<file path="src/rtl/ens_vote_argmax.sv">
// Ensemble vote combiner: sums NUM_ENS per-class score vectors, then scans the
// class sums one per cycle for the argmax, with ties going to the lowest index.
module ens_vote_argmax #(
    parameter int NUM_CLASSES = 10,
    parameter int SCORE_W     = 2,
    parameter int NUM_ENS     = 4,
    localparam int SUM_W      = SCORE_W + $clog2(NUM_ENS),
    localparam int CLS_W      = (NUM_CLASSES > 1) ? $clog2(NUM_CLASSES) : 1
) (
    input  logic                           clk,
    input  logic                           rst,
    input  logic                           in_valid,
    output logic                           in_ready,
    input  logic [NUM_CLASSES*SCORE_W-1:0] in_scores,
    output logic                           out_valid,
    input  logic                           out_ready,
    output logic [CLS_W-1:0]               out_class,
    output logic [SUM_W-1:0]               out_score
);
    localparam int CNT_W = (NUM_ENS > 1) ? $clog2(NUM_ENS) : 1;
    localparam int IDX_W = $clog2(NUM_CLASSES + 1);

    typedef enum logic [1:0] {ACCUM, SCAN, OUT} state_t;

    state_t           state, state_nxt;
    logic [SUM_W-1:0] sums [NUM_CLASSES];
    logic [CNT_W-1:0] member_cnt;
    logic [IDX_W-1:0] scan_idx;
    logic [SUM_W-1:0] best;
    logic [CLS_W-1:0] best_idx;
    logic [SUM_W-1:0] scan_sum;
    logic             last_beat;
    logic             scan_done;

    assign last_beat = (member_cnt == CNT_W'(NUM_ENS - 1));
    // scan_idx runs one past the last class so the final compare gets its own cycle
    assign scan_done = (scan_idx == IDX_W'(NUM_CLASSES));
    assign scan_sum  = scan_done ? '0 : sums[scan_idx];

    // NOTE: sequential state uses non-blocking assignments so every flop samples pre-edge values.
    always_ff @(posedge clk) begin
        if (rst) state <= ACCUM;
        else     state <= state_nxt;
    end

    // NOTE: every always_comb output gets a default first; a missed branch would otherwise infer a latch.
    always_comb begin
        state_nxt = state;
        in_ready  = 1'b0;
        out_valid = 1'b0;
        case (state)
            ACCUM: begin
                in_ready = 1'b1;
                if (in_valid && last_beat) state_nxt = SCAN;
            end
            SCAN: begin
                if (scan_done) state_nxt = OUT;
            end
            OUT: begin
                out_valid = 1'b1;
                if (out_ready) state_nxt = ACCUM;
            end
            default: state_nxt = ACCUM;
        endcase
    end

    assign out_class = out_valid ? best_idx : '0;
    assign out_score = out_valid ? best : '0;

    // NOTE: the accumulator array is reset explicitly; a discarded partial frame must not leak into the next one.
    always_ff @(posedge clk) begin
        if (rst) begin
            for (int c = 0; c < NUM_CLASSES; c++) sums[c] <= '0;
            member_cnt <= '0;
            scan_idx   <= '0;
            best       <= '0;
            best_idx   <= '0;
        end else begin
            case (state)
                ACCUM: begin
                    scan_idx <= '0;
                    if (in_valid) begin
                        for (int c = 0; c < NUM_CLASSES; c++)
                            sums[c] <= sums[c] + SUM_W'(in_scores[c*SCORE_W +: SCORE_W]);
                        member_cnt <= last_beat ? '0 : member_cnt + CNT_W'(1);
                    end
                end
                SCAN: begin
                    if (!scan_done) begin
                        // strict greater-than keeps the earliest index on ties
                        if (scan_idx == '0 || scan_sum > best) begin
                            best     <= scan_sum;
                            best_idx <= CLS_W'(scan_idx);
                        end
                        scan_idx <= scan_idx + IDX_W'(1);
                    end
                end
                OUT: begin
                    if (out_ready) begin
                        for (int c = 0; c < NUM_CLASSES; c++) sums[c] <= '0;
                        best     <= '0;
                        best_idx <= '0;
                    end
                end
                default: ;
            endcase
        end
    end

endmodule

</file>
<file path="config.mk">
export PLATFORM = sky130hd
export DESIGN_NAME = ens_vote_argmax
export DESIGN_NICKNAME = d
export VERILOG_FILES = /design/src/rtl/ens_vote_argmax.sv
export SDC_FILE = /design/constraint.sdc
export NUM_CORES = 1
export LEC_CHECK = 0
export BUFFER_PORTS_ARGS = -buffer_cell sky130_fd_sc_hd__buf_4
export CAP_MARGIN = 0
export CORE_MARGIN = 1
export CORE_UTILIZATION = 45
export CTS_CLUSTER_SIZE = 20
export DETAILED_ROUTE_END_ITERATION = 8
export HOLD_SLACK_MARGIN = 0.12
export SKIP_CTS_REPAIR_TIMING = 1
export SYNTH_ARGS = -nofsm -noshare
export SYNTH_HDL_FRONTEND = slang
export SYNTH_SLANG_ARGS = --single-unit
</file>
<file path="constraint.sdc">
create_clock -name clk -period 3.9 [get_ports clk]
set_input_delay 0.78 -clock clk [delete_from_list [all_inputs] [get_ports clk]]
set_output_delay 0.78 -clock clk [all_outputs]
set_load 0.03 [all_outputs]
</file>
---- Word-level counts from Yosys, hierarchy flattened ----
Memories as Yosys holds them, arrays and structs flattened. A register that Yosys moved wholly into a read port is not among the register bits.
Index checks and enable logic that the tools add are counted.
storage, ports and cells
  RAM bits ................................ 40
  output and inout port bits .............. 10
  memories kept ........................... 1
  flip-flop bits (word level) ............. 16
  input port bits ......................... 24
  logic and storage cells ................. 109
cells by class
  reduce and logical (&&, ||, !) cells .... 10
  multiplexer cells ....................... 51
  magnitude comparators ................... 1
  bitwise operators ....................... 20
  add/sub/neg operators ................... 12
  equality and inequality tests ........... 9
memory list
  memory  depth  width  rd ports  clocked after memory_dff  wr ports  line  RTL
  sums    10     4      11        1                         10        26    logic [SUM_W-1:0] sums [NUM_CLASSES];
operators with widths
  kind                                            number
  two-way mux 4 bit                               31
  adder 4 x 2 -> 4 bit                            10
  case mux 4 bit (2 select lines)                 3
  OR 1 bit                                        20
  two-way mux 1 bit                               12
  != test 2 bit (second input constant)           5
  two-way mux 2 bit                               4
  case mux 2 bit (3 select lines)                 1
  adder 4 x 1 -> 4 bit (second input constant)    1
  == test 2 bit (second input constant)           2
  == test 4 bit (second input constant)           1
  greater-than comparator 4 bit                   1
  zero test 4 bit                                 1
  AND reduction 2 bit                             2
  AND reduction 4 bit                             1
  nonzero test 2 bit                              2
  AND reduction 3 bit                             1
  adder 2 x 1 -> 2 bit (second input constant)    1
  == test 2 x 1 -> 1 bit (second input constant)  1
  zero test 2 bit                                 1
  logical AND 1 bit                               1
  logical OR 1 bit                                1

---- Longest topological paths before layout ----
Gate-level depths: netlist (run 1).
  depth in word-level cells ............... 7
  mapped depth ............................ 13
  depth with buffers taken out ............ 11

---- Least setup slack after synthesis (run 1) ----
No wires, ideal clock.
  path kind ............................... flip-flop to flip-flop
  start point ............................. register (tool-made name)
  end point ............................... register best_idx[2]
  data required time ...................... 3.837 ns
  cell stages (with the launch flop) ...... 12
  slack ................................... 1.158 ns
  setup time .............................. 0.063 ns
  buffers on the path ..................... 2
  data arrival time ....................... 2.679 ns
  cells stage by stage .................... dfxtp_1 -> buf_2 -> mux4_2 -> mux2_2 -> o21ai_0 -> ha_1 -> nand4_1 -> a21oi_1 -> a211o_1 -> buf_6 -> mux2_4 -> nor2_2
RTL lines
  item                  line  RTL
  end signal, assigned  93    best_idx <= CLS_W'(scan_idx);
  end, declared         30    logic [CLS_W-1:0] best_idx;

==> metrics.txt, run 1 <==
wire length on met3=184 um; GP Congestion=0.8250; Fin. Hold Viols=0; Req. time, crit path=4.18 ns; GRT overflow=0; RSZ-0062 raised after global routing=false; clock-pin slew on the worst setup and hold paths=0.07 ns; FFs w/ async S/R, synth=0; Critical Path Source Type=flip-flop; most frequent cells in the layout=nor2_1, edfxtp_1, inv_1, buf_4, ha_1; post-synth top area share=0.3389; num ports=34; final worst-path cycle share=0.7970; clock skew=0.006218 ns; number of global-route vias before repair=2452; synth top area cells=edfxtp_1, dfxtp_1, ha_1; post-synthesis cell count=324; hpwl dp=4.839 mm; area of the die=8236 sq um; fill cell count=705; syn nets=386; ordered list of cells on the worst path=buf_4 -> mux4_2 -> mux2_2 -> o21ai_0 -> ha_1 -> nand4_1 -> a21oi_1 -> a211o_1 -> mux2_4 -> nor2_2; Post-synth EDFFs=40; design area=4079 sq um; Core ar.=7447 sq um; CTS Buffer Depth=2; worst-path fanout max=9; mean area per synthesized cell=10.94 sq um; final antenna-violating net count=0; cell taking the most area after synthesis=edfxtp_1; routed vias=2322; R2R depth=10; CTS tree=yes; sequential fraction of the synthesis area=0.4518; maximum operating frequency=0.3217 GHz; CTS root buffer=clkbuf_8; Lkg Pwr=1.642 nW; max cap viols=0; Tmin final=3.108 ns; DRT iter0 DRCs=58; status=finished, final reports clean; Remaining DRCs=0; Cell Area, Synth=3545 sq um; Met2 Wirelength=3.220 mm; first-pass GRT wire length=11.59 mm; initial antenna violation count=0; most common cell after layout, fill and taps aside=nor2_1; critical path class=reg2reg; cell area power density=373.9 nW/um^2; Critical-path top delay cell=dfxtp_1; worst relative slew slack=0.5138; M1 wire length=3.177 mm; CTS Sinks=60; Final nets=421; CP endpoint kind=flip-flop; Min-Delay Path Class=reg2reg; IO buf count=33; htree depth=3; Slew @ Worst Pin=0.7266 ns; Die W=90.75 um; Synth Flop Type=edfxtp_1; Area after DPL=3872 sq um; largest net degree at the start of global routing=37; Yosys warnings=0; num rows=31; share of layout cells above drive strength 1=0.1731; Clock Latency Late Sink=0.34 ns; Post-Route WL=6.675 mm; Power, Total=1.525 mW; WHS Path Cells=2; Worst VDD drop=180.9 uV; Initial DRT Pass Iterations=4; CP peak stage delay=0.60 ns; distinct cell type count after synthesis=41; DR top layer=met4; hold_sp=best_idx[0]; Antenna diodes=0; Initial Utilization=0.4760; routed vias/inst=5.015; Sum Neg Setup Slack=0 ns; Die H=90.75 um; critical path arrival=3.39 ns; Avg WL per Cell=14.42 um; total track usage=0.1838; final setup fails=0; Num CTS Buffers=9; Seq cells post-synth=60; max-slew violations=0; Area Growth Syn to Fin=15.07%
## registers in the layout, indices dropped and copies added, names as in the netlist, named ones only
| name | count |
|---|---|
| best | 4 |
| scan_idx | 4 |
| sums | 40 |
| state | 2 |
| best_idx | 4 |
| member_cnt | 2 |
## logic make-up (layout without fill, tap and decap cells)
group	after synthesis	in the layout	share of synthesized area
simple gates	103	103	0.1465
fa+ha+maj	38	38	0.1553
compound gates	40	40	0.06883
buf+inv	48	88	0.05577
flops	60	60	0.4518
xor+xnor	20	20	0.04942
mux	15	15	0.07236
## Yosys cell counts, drive strengths merged (2+ instances only)
cell type   n
xnor2      10
nor2b      15
inv        37
dfxtp      20
mux2i       5
o22ai       2
xor2       10
ha         28
buf         5
clkbuf      6
and2       19
mux4        8
mux2        2
a21oi      23
a211oi      6
nand3       5
nor2       43
edfxtp     40
fa         10
o2bb2ai     3
or2         4
nand2       9
## worst paths after layout
| path | endpoint | slack [ns] |
|---|---|---|
| max | best_idx[2] | 0.79 |
| min | best_idx[0] | 0.47 |
| max reg2reg | best_idx[2] | 0.79 |
| min reg2reg | best_idx[0] | 0.47 |
## cell type report
type | instances | area (sq um) | area share
Sequential cell | 60 | 1602 | 0.3926
Inverter | 37 | 138.9 | 0.03405
Tap cell | 99 | 123.9 | 0.03037
Clock inverter | 3 | 15.01 | 0.003681
Timing Repair Buffer | 35 | 262.8 | 0.06442
Multi-Input combinational cell | 216 | 1745 | 0.4279
Clock buffer | 13 | 191.4 | 0.04693
## power breakdown
group / internal [mW] / switching, mW
registers: 0.726 / 0.0354
logic: 0.0937 / 0.0952
clock network: 0.323 / 0.252
## routing by layer
layer | up-vias | track usage
li1 | 1169 | -
met1 | 1112 | 0.2302
met2 | 34 | 0.3056
met3 | 7 | 0.03283
met4 | 0 | 0.08871
met5 | - | 0
## stage by stage
stage / hold WS (ns) / util / setup WS (ns) / instances
final: 0.4672 / 0.5477 / 0.7915 / 463
after global routing: 0.4922 / 0.5477 / 0.5447 / 463
after CTS: 0.4683 / 0.5477 / 0.7489 / 463
after detailed placement: 0.4585 / 0.5200 / 0.7958 / 447
after global placement: 0.4491 / 0.5200 / 0.8236 / 447
after floorplan: 0.4400 / - / 1.158 / 324
## worst max-delay path: cells and delay by family, from the launching register on
| kind | cells | cell delay [ns] |
|---|---|---|
| adders and majority gates | 1 | 0.29 |
| muxes | 3 | 1.11 |
| DFF | 1 | 0.60 |
| and+or+nand+nor | 2 | 0.16 |
| buffers and inverters | 1 | 0.23 |
| AOI/OAI and AO/OA | 3 | 0.67 |
(Power assumes the default switching activity.)
==> run 2: changes to the inputs <==
--- a/config.mk
+++ b/config.mk
@@ -5,6 +5,7 @@
 export SDC_FILE = /design/constraint.sdc
 export NUM_CORES = 1
 export LEC_CHECK = 0
+export ABC_AREA = 1
 export BUFFER_PORTS_ARGS = -buffer_cell sky130_fd_sc_hd__buf_4
 export CAP_MARGIN = 0
 export CORE_MARGIN = 1
@@ -12,6 +13,7 @@
 export CTS_CLUSTER_SIZE = 20
 export DETAILED_ROUTE_END_ITERATION = 8
 export HOLD_SLACK_MARGIN = 0.12
+export PLACE_DENSITY = 0.66
 export SKIP_CTS_REPAIR_TIMING = 1
 export SYNTH_ARGS = -nofsm -noshare
 export SYNTH_HDL_FRONTEND = slang
==> constraint.sdc (replaced) <==
create_clock -name clk -period 2.7 [get_ports clk]
set_input_delay 0.54 -clock clk [delete_from_list [all_inputs] [get_ports clk]]
set_output_delay 0.54 -clock clk [all_outputs]
set_load 0.03 [all_outputs]
==> metrics.txt, run 2 <==
status=finished, final reports clean; Yosys warnings=0 (unchanged); routed vias/inst=4.893 (-2.4%); Avg WL per Cell=12.85 um (-11%); Fin. Hold Viols=0 (unchanged); Final nets=543 (+29%); Antenna diodes=0 (unchanged); Worst VDD drop=327.3 uV (+81%); synth top area cells=edfxtp_1, dfxtp_1, ha_1; RSZ-0062 raised after global routing=false; Critical Path Source Type=flip-flop; Min-Delay Path Class=reg2reg; register with the most flip-flops=sums; GRT overflow=0 (unchanged); distinct cell type count after synthesis=30 (-27%); max FFs per register=40 (unchanged); Core ar.=7888 sq um (+5.9%); area of the die=8656 sq um (+5.1%); Tmin final=2.360 ns (-0.7482 ns); Post-Route WL=7.553 mm (+13%); syn nets=506 (+31%); area occupied by registers=1602 sq um (unchanged); post-synthesis cell count=444 (+37%); clock-pin slew on the worst setup and hold paths=0.07 ns (about the same); final antenna-violating net count=0 (unchanged); Die H=93.04 um (+2.5%); critical path class=reg2reg; first-pass GRT wire length=12.98 mm (+12%); synth cell count leaders=nand2_1, inv_1, nand3_1; number of global-route vias before repair=2901 (+18%); ordered list of cells on the worst path=buf_4 -> or2_2 -> nand3_1 -> nand3_1 -> nand2_1 -> a21boi_1 -> ha_1 -> nand2_1 -> inv_2 -> nand2_1 -> nand2_1 -> nand2_1 -> a21oi_4 -> nand3_1 -> a21oi_1; CP most frequent cell=nand2_1; R2R depth=15 (+5); htree depth=3 (unchanged); Util after Layout=0.5462 (-0.001554); Remaining DRCs=0 (unchanged); num rows=32 (+3.2%); CP endpoint kind=flip-flop; most frequent cells in the layout=nand2_1, inv_1, nand3_1, nor2_1, edfxtp_1; Num CTS Buffers=9 (unchanged); most common cell after layout, fill and taps aside=nand2_1; Lkg Pwr=1.965 nW (+20%); max-slew violations=0 (unchanged); initial antenna violation count=0 (unchanged); Clock Latency Late Sink=0.34 ns (about the same); Seq cells post-synth=60 (unchanged); final setup fails=0 (unchanged); mean area per synthesized cell=8.401 sq um (-23%); fill cell count=739 (+4.8%); CTS Buffer Depth=2 (unchanged); WHS Path Cells=2 (unchanged); mux contribution to synthesized area=0 (-0.07236); Synth Area in Compound Gates=0.07950 (+0.01067); CP peak stage delay=0.35 ns (-0.25 ns); num ports=34 (unchanged); main combinational cell family by area after synthesis=simple AND/OR/NAND/NOR gates; max cap viols=0 (unchanged); Area Growth Syn to Fin=15.50%; Critical Path Sink=best[2]; Synth Flop Type=edfxtp_1; area of the multi-input gates=1762 sq um (+0.93%); Synth Area in XOR/XNOR=0.02818 (-0.02124); top-count cell post-synth=nand2_1; reg2reg setup slack=0.34 ns (-0.45 ns); GP Congestion=0.8076 (-2.1%); worst-path fanout max=20 (+11); sequential fraction of the synthesis area=0.4294 (-0.02243); adder-cell share of the synthesized area=0.1476 (-0.007711); worst relative slew slack=0.7779 (+0.2641); Die W=93.04 um (+2.5%); DRT iter0 DRCs=89 (+53%); Initial Utilization=0.4729 (-0.003100); cell taking the most area after synthesis=edfxtp_1; FFs w/ async S/R, synth=0 (unchanged); CTS Sinks=60 (unchanged); cell area power density=532.9 nW/um^2 (+43%); largest net degree at the start of global routing=37 (unchanged); final worst-path cycle share=0.8742 (+0.07711); IO buf count=33 (unchanged); CTS tree=yes; Simple-Gate Fraction of Synth Area=0.2164 (+0.06988); CTS root buffer=clkbuf_8; routed vias=2877 (+24%); r2r endpoint=best[2]; Sum Neg Setup Slack=0 ns (unchanged); hpwl dp=5.639 mm (+17%); Initial DRT Pass Iterations=4 (unchanged); Cell Area, Synth=3730 sq um (+5.2%); clock skew=0.008905 ns (+0.002687 ns); maximum operating frequency=0.4237 GHz (+32%); Slew @ Worst Pin=0.3328 ns (-0.3939 ns); share of layout cells above drive strength 1=0.1296 (-0.04345); post-synth top area share=0.3220 (-0.01682); critical path arrival=2.64 ns (-0.75 ns); Post-synth EDFFs=40 (unchanged); Critical-path top delay cell=dfxtp_1; Req. time, crit path=2.98 ns (-1.20 ns); total track usage=0.1948 (+0.01103)
run 2: logic make-up after synthesis:
logic type / Yosys count
compound gates: 49
fa+ha+maj: 38
buf+inv: 96
simple gates: 189
flops: 60
xor+xnor: 12
run 2: worst min path at each step:
stage,start,end
3_5_place_dp,member_cnt[1],member_cnt[1]
4_1_cts,rst,best[0]
2_1_floorplan,member_cnt[1],member_cnt[1]
6_report,member_cnt[1],member_cnt[1]
5_1_grt,rst,best[3]
3_3_place_gp,member_cnt[1],member_cnt[1]
run 2: per-layer routing:
metal | global-route usage | share of wire | vias up
met2 | 0.3333 | 0.48 | 38
li1 | - | - | 1494
met1 | 0.2410 | 0.47 | 1337
met3 | 0.03333 | 0.030 | 8
met5 | 0 | 0 | -
met4 | 0.08462 | 0.017 | 0
run 2: layout make-up:
| type | instances | area share |
|---|---|---|
| Inverter | 85 | 0.07406 |
| Clock buffer | 11 | 0.03050 |
| Multi-Input combinational cell | 288 | 0.4089 |
| Timing Repair Buffer | 37 | 0.06738 |
| Tap cell | 102 | 0.02963 |
| Clock inverter | 5 | 0.01772 |
| Sequential cell | 60 | 0.3718 |
run 2: stage by stage:
stage	power [mW]	hold slack, ns	cell area [sq um]	instances	setup slack [ns]
after floorplan	1.329	0.4438	3730	444	0.07479
after global placement	1.421	0.4567	4098	572	0.4367
after detailed placement	1.440	0.4688	4098	572	0.3084
after CTS	2.322	0.4782	4305	588	0.3052
after global routing	2.414	0.4922	4308	588	0.09947
final	2.296	0.4693	4308	588	0.3398
run 2: worst max-delay path, delay by kind of cell, from the launching register on:
| family | cells | cell delay [ns] |
|---|---|---|
| flip-flops | 1 | 0.35 |
| buffers and inverters | 2 | 0.26 |
| AND/OR/NAND/NOR | 9 | 0.89 |
| AO/OA/AOI/OAI | 3 | 0.49 |
| adder cells (fa/ha/maj) | 1 | 0.30 |
run 2: report_power, final:
group,internal (mW),leakage (nW),switching [mW]
clock,0.516,0.101,0.364
combinational,0.135,1.28,0.181
sequential,1.05,0.586,0.0485
